--- src/rtl/sort_pkg.sv ---
// Shared types and constants for the 4x8-bit sorter front end.
package sort_pkg;

  localparam int unsigned LANES   = 4;
  localparam int unsigned W       = 8;
  localparam int unsigned FRAME_W = LANES * W;
  localparam int unsigned CNT_W   = 16;
  localparam int unsigned IDX_W   = $clog2(LANES);
  localparam int unsigned FILL_W  = $clog2(LANES + 1);
  localparam int unsigned LEN_W   = 3;

  typedef logic [W-1:0]      lane_t;
  typedef lane_t [LANES-1:0] frame_t;

endpackage

--- src/rtl/sort_4x8b_frame_packer.sv ---
// Packs a byte stream into 4-byte frames behind a one-frame assembly stage and an output
// holding register. Optional short-frame support is enabled with `SORT_PACK_LAST_EN.
module sort_4x8b_frame_packer
  import sort_pkg::*;
#(
  parameter logic [W-1:0] PAD = '0
) (
  input  logic               clk,
  input  logic               rst,
  input  logic [W-1:0]       in_data,
  input  logic               in_valid,
  output logic               in_ready,
`ifdef SORT_PACK_LAST_EN
  input  logic               in_last,
  output logic [LEN_W-1:0]   frame_len,
`endif
  output logic [FRAME_W-1:0] frame_data,
  output logic               frame_valid,
  input  logic               frame_ready,
  output logic [CNT_W-1:0]   frame_count
);

  frame_t             asm_q, asm_d;
  logic [IDX_W-1:0]   idx_q, idx_d;
  logic [FILL_W-1:0]  cnt_q, cnt_d;
  frame_t             frame_data_q, frame_data_d;
  logic               frame_valid_q, frame_valid_d;
  logic [CNT_W-1:0]   frame_count_q, frame_count_d;
`ifdef SORT_PACK_LAST_EN
  logic [LEN_W-1:0]   alen_q, alen_d;
  logic [LEN_W-1:0]   frame_len_q, frame_len_d;
`endif

  logic in_fire, out_fire, out_free, asm_full, done;

  assign in_ready = (cnt_q != FILL_W'(LANES));
  assign in_fire  = in_valid & in_ready;
  assign out_fire = frame_valid_q & frame_ready;
  assign out_free = ~frame_valid_q | frame_ready;

  always_comb begin
    asm_d         = asm_q;
    idx_d         = idx_q;
    cnt_d         = cnt_q;
    frame_data_d  = frame_data_q;
    frame_valid_d = frame_valid_q;
    frame_count_d = frame_count_q;
    done          = 1'b0;
`ifdef SORT_PACK_LAST_EN
    alen_d        = alen_q;
    frame_len_d   = frame_len_q;
`endif

    if (in_fire) begin
      asm_d[idx_q] = in_data;
      done         = (idx_q == IDX_W'(LANES - 1));
`ifdef SORT_PACK_LAST_EN
      alen_d = LEN_W'(idx_q) + LEN_W'(1);
      if (in_last) begin
        done = 1'b1;
        for (int unsigned l = 0; l < LANES; l++) begin
          if (IDX_W'(l) > idx_q) asm_d[l] = PAD;
        end
      end
`endif
    end

    asm_full = (cnt_q == FILL_W'(LANES)) | done;

    if (out_fire) frame_valid_d = 1'b0;

    // A completed frame moves out whenever the holding register is free or draining now.
    if (asm_full && out_free) begin
      frame_data_d  = asm_d;
      frame_valid_d = 1'b1;
      idx_d         = '0;
      cnt_d         = '0;
      frame_count_d = frame_count_q + CNT_W'(1);
`ifdef SORT_PACK_LAST_EN
      frame_len_d   = alen_d;
`endif
    end else if (done) begin
      cnt_d = FILL_W'(LANES);
    end else if (in_fire) begin
      idx_d = idx_q + IDX_W'(1);
      cnt_d = cnt_q + FILL_W'(1);
    end
  end

  always_ff @(posedge clk or posedge rst) begin
    if (rst) begin
      asm_q         <= {LANES{PAD}};
      idx_q         <= '0;
      cnt_q         <= '0;
      frame_data_q  <= '0;
      frame_valid_q <= 1'b0;
      frame_count_q <= '0;
`ifdef SORT_PACK_LAST_EN
      alen_q        <= '0;
      frame_len_q   <= '0;
`endif
    end else begin
      asm_q         <= asm_d;
      idx_q         <= idx_d;
      cnt_q         <= cnt_d;
      frame_data_q  <= frame_data_d;
      frame_valid_q <= frame_valid_d;
      frame_count_q <= frame_count_d;
`ifdef SORT_PACK_LAST_EN
      alen_q        <= alen_d;
      frame_len_q   <= frame_len_d;
`endif
    end
  end

  assign frame_data  = frame_data_q;
  assign frame_valid = frame_valid_q;
  assign frame_count = frame_count_q;
`ifdef SORT_PACK_LAST_EN
  assign frame_len   = frame_len_q;
`endif

endmodule

--- config.mk ---
export PLATFORM = sky130hd
export DESIGN_NAME = sort_4x8b_frame_packer
export DESIGN_NICKNAME = d
export VERILOG_FILES = /design/src/rtl/sort_pkg.sv /design/src/rtl/sort_4x8b_frame_packer.sv
export SDC_FILE = /design/constraint.sdc
export NUM_CORES = 1
export LEC_CHECK = 0
export ABC_AREA = 1
export ABC_CLOCK_PERIOD_IN_PS = 4100
export CAP_MARGIN = 20
export CORE_AREA = 2 2 89 91
export CTS_CLUSTER_SIZE = 16
export DETAILED_ROUTE_END_ITERATION = 8
export DIE_AREA = 0 0 91 93
export PLACE_DENSITY = 0.71
export SETUP_SLACK_MARGIN = 0.05
export SLEW_MARGIN = 15
export SYNTH_ARGS = -nofsm -noshare
export SYNTH_HDL_FRONTEND = slang
export SYNTH_SLANG_ARGS = --single-unit
export TNS_END_PERCENT = 1
--- constraint.sdc ---
create_clock -name clk -period 4.1 [get_ports clk]
set_clock_uncertainty 0.2 [all_clocks]
set_input_delay 0.615 -clock clk [delete_from_list [all_inputs] [get_ports clk]]
set_output_delay 0.615 -clock clk [all_outputs]
set_load 0.02 [all_outputs]
==> reports/qor.csv <==
stage,metric,value,unit
run_status,outcome,"finished, final reports clean",
min_path,hp-class,reg2reg,
worst_setup_path,critPathSlowestCell,inv_2,
worst_setup_path,critPathRequiredTime,4160,ps
drt,post_drt_wl_per_cell,13.6,µm
worst_setup_path,cpPeakStageDelay,620,ps
placement,gp_congestion,0.814,
clock_network,cts_tree,yes,
floorplan,dieHeight,93,µm
clock_network,postCtsSetupBuffers,0,
grt,first_global_vias,2986,
final_layout,area_growth,26.0,%
worst_setup_path,crit_buf_inv,2,
timing,setup_viol,0,
drt,wl_met2,3.86,mm
flow_run,max-cap-violations,0,
clock_network,numCtsBuffers,9,
synth,synth_top_family_by_area,simple AND/OR/NAND/NOR gates,
final_layout,nFillCells,679,
timing,worstMarginPinSlew,752,ps
power_and_ir_drop,powerDensity,815,nW/µm²
final_layout,nNetsFinal,510,
floorplan,die_x,91,µm
floorplan,num_rows,32,
synth,synth_xor_area_share,2.39,%
timing,rsz0062_at_grt,false,
drt,wl_met1,3.75,mm
synth,yosysUniqueCellTypes,20,
placement,port_buffers,61,
drt,wl,8.15,mm
drt,dr.first_iter.drc_count,164,
placement,dp.cells,582,
drt,num_vias,2941,
final_layout,fin_cells,598,
synth,synthMuxAreaShare,0,%
worst_setup_path,cp-start-kind,flop,
timing,relSlewSlack,49.9,%
grt,grt_overflow_total,0,
clock_network,htreeDepth,3,
timing,fmax,370,MHz
final_layout,drive_gt1_share,4.84,%
synth,netlist_instances,430,
synth,synth_area,3670,µm²
synth,synth-simple-area-share,27.2,%
clock_network,root_buffer,clkbuf_8,
synth,syn_area_per_cell,8.54,µm²
timing,finalCritPeriodShare,65.9,%
synth,synth_fa_ha_area_share,2.39,%
grt,grt_usage,21.1,%
final_layout,final_area,4620,µm²
placement,placed_cell_area,4350,µm²
worst_setup_path,path_cells,ha_1 > inv_2 > o21ai_1 > nand2_2 > inv_2 > nand2_1 > nand2_1 > nand2_1,
clock_network,clock_path_buffers,2,
synth,synth_nets,449,
floorplan,die-area,8460,µm²
clock_network,path_clk_slew,90,ps
drt,drc,0,
grt,grt_max_degree,63,
worst_setup_path,r2r_start,idx_q[1],
drt,firstDrtPassIters,4,
drt,wl_met3,409,µm
clock_network,clock_sinks,86,
clock_network,ctsResizeCount,0,
synth,synth_warnings,0,
floorplan,start_util,48.8,%
synth,ys_seq_area_share,58.6,%
synth,synth_compound_area_share,4.43,%
synth,ys_ff_latch,86,
placement,dp_hpwl,5.47,mm
power_and_ir_drop,vdd_drop_max,0.440,mV
clock_network,insertion_delay,360,ps
power_and_ir_drop,leakagePower,2.33,nW
timing,finalHoldViolations,0,
floorplan,coreArea,7530,µm²
worst_setup_path,crit_family,buffers and inverters,
grt,antenna_found_initial,0,
timing,timing.setup.tns,0,ps
timing,drv_slew,0,
drt,routed_via_density,4.92,
worst_setup_path,worstSetupPathType,reg2reg,
floorplan,io_pins,62,
worst_setup_path,critPathLaunch,idx_q[1],
timing,min_period,2700,ps
drt,postRouteAntennaNets,0,
drt,top_layer,met4,
worst_setup_path,critPathArrivalTime,2760,ps
worst_setup_path,cpMostUsedCell,nand2_1,
grt,grt_pass1_wl,14.1,mm
worst_setup_path,path_max_fanout,38,
worst_setup_path,endpoint_kind,flop,
clock_network,postCtsHoldBufs,0,
min_path,min-delay-start,asm_q[29],
final_layout,diodes,0,
cell type report:
cell class | count | area [µm²] | area share, %
Tap cell | 102 | 128 | 2.76
Multi-Input combinational cell | 303 | 1340 | 28.9
Timing Repair Buffer | 64 | 633 | 13.7
Clock inverter | 6 | 133 | 2.87
Clock buffer | 10 | 138 | 2.98
Inverter | 27 | 104 | 2.25
Sequential cell | 86 | 2150 | 46.5
per-stage QoR:
stage          hold WS [ps]  power, mW  setup WS, ps  util [%]
6_report                275       3.77          1400      61.4
5_1_grt                 314       4.07          1140      61.4
4_1_cts                 279       3.80          1360      61.4
3_5_place_dp            260       3.01          1170      57.8
3_3_place_gp            254       2.96          1220      57.8
2_1_floorplan           238       2.41          1060         -
power by group:
| part | leakage, nW | switching (mW) | internal, mW |
|---|---|---|---|
| Clock | 0.132 | 0.303 | 0.482 |
| Combinational | 1.12 | 0.978 | 0.604 |
| Sequential | 1.08 | 0.200 | 1.20 |
cells in the final DEF, fill, tap and decap left out:
master	instances
a31oi_1	2
buf_4	3
bufinv_16	4
clkbuf_8	10
clkdlybuf4s50_1	61
clkinv_2	1
clkinvlp_4	1
dfrtp_1	86
ha_1	7
inv_1	24
inv_2	2
inv_4	1
nand2_1	203
nand2_2	2
nand3_1	14
nand3b_1	3
nand4_1	2
nor2_1	28
nor3_1	3
o21ai_0	26
o21ai_1	1
o31ai_1	2
xor2_1	10
Yosys cell counts:
| cell type | instances | area (µm²) |
|---|---|---|
| nor2_1 | 28 | 105 |
| nand3b_1 | 3 | 22.5 |
| clkbuf_1 | 6 | 22.5 |
| o21ai_1 | 1 | 5.00 |
| nand2_2 | 2 | 12.5 |
| buf_2 | 4 | 20.0 |
| buf_6 | 2 | 22.5 |
| nand2_1 | 203 | 762 |
| inv_2 | 2 | 7.51 |
| ha_1 | 7 | 87.6 |
| xor2_1 | 10 | 87.6 |
| o31ai_1 | 2 | 15.0 |
| a31oi_1 | 2 | 12.5 |
| nor3_1 | 3 | 15.0 |
| inv_1 | 25 | 93.8 |
| o21ai_0 | 26 | 130 |
| dfrtp_1 | 86 | 2150 |
| nand3_1 | 14 | 70.1 |
| buf_4 | 2 | 15.0 |
| nand4_1 | 2 | 12.5 |
cells by family after synthesis:
kind of cell | after synthesis
AOI/OAI and AO/OA | 31
xor gates and xnor gates | 10
adders and majority gates | 7
buffers and inverters | 41
DFF | 86
and+or+nand+nor | 255
final timing paths:
kind	to	slack (ps)	depth (start not counted)
max	frame_count[10]	1400	8
min	asm_q[29]	270	2
max reg2reg	frame_count[10]	1400	8
min reg2reg	asm_q[29]	270	2
max in group asynchronous	asm_q[16]	2450	3
min in group asynchronous	frame_count[13]	550	2
sequential cells by signal, indices dropped and copies added (netlist names):
| signal | count |
|---|---|
| frame_valid | 1 |
| idx_q | 2 |
| frame_count | 16 |
| frame_data | 32 |
| asm_q | 32 |
| cnt_q | 3 |
worst reg2reg max path, stage by stage (launching register included):
cell and delay [ps]:
dfrtp_1 410, ha_1 540, inv_2 60, o21ai_1 160, nand2_2 370, inv_2 620, nand2_1 110, nand2_1 90
nand2_1 50
per-layer routing:
metal	global-route usage [%]	vias to the layer above
li1	-	1455
met1	28.0	1389
met2	34.9	83
met3	4.51	14
met4	6.82	0
met5	0	-
(Power assumes the default switching activity.)
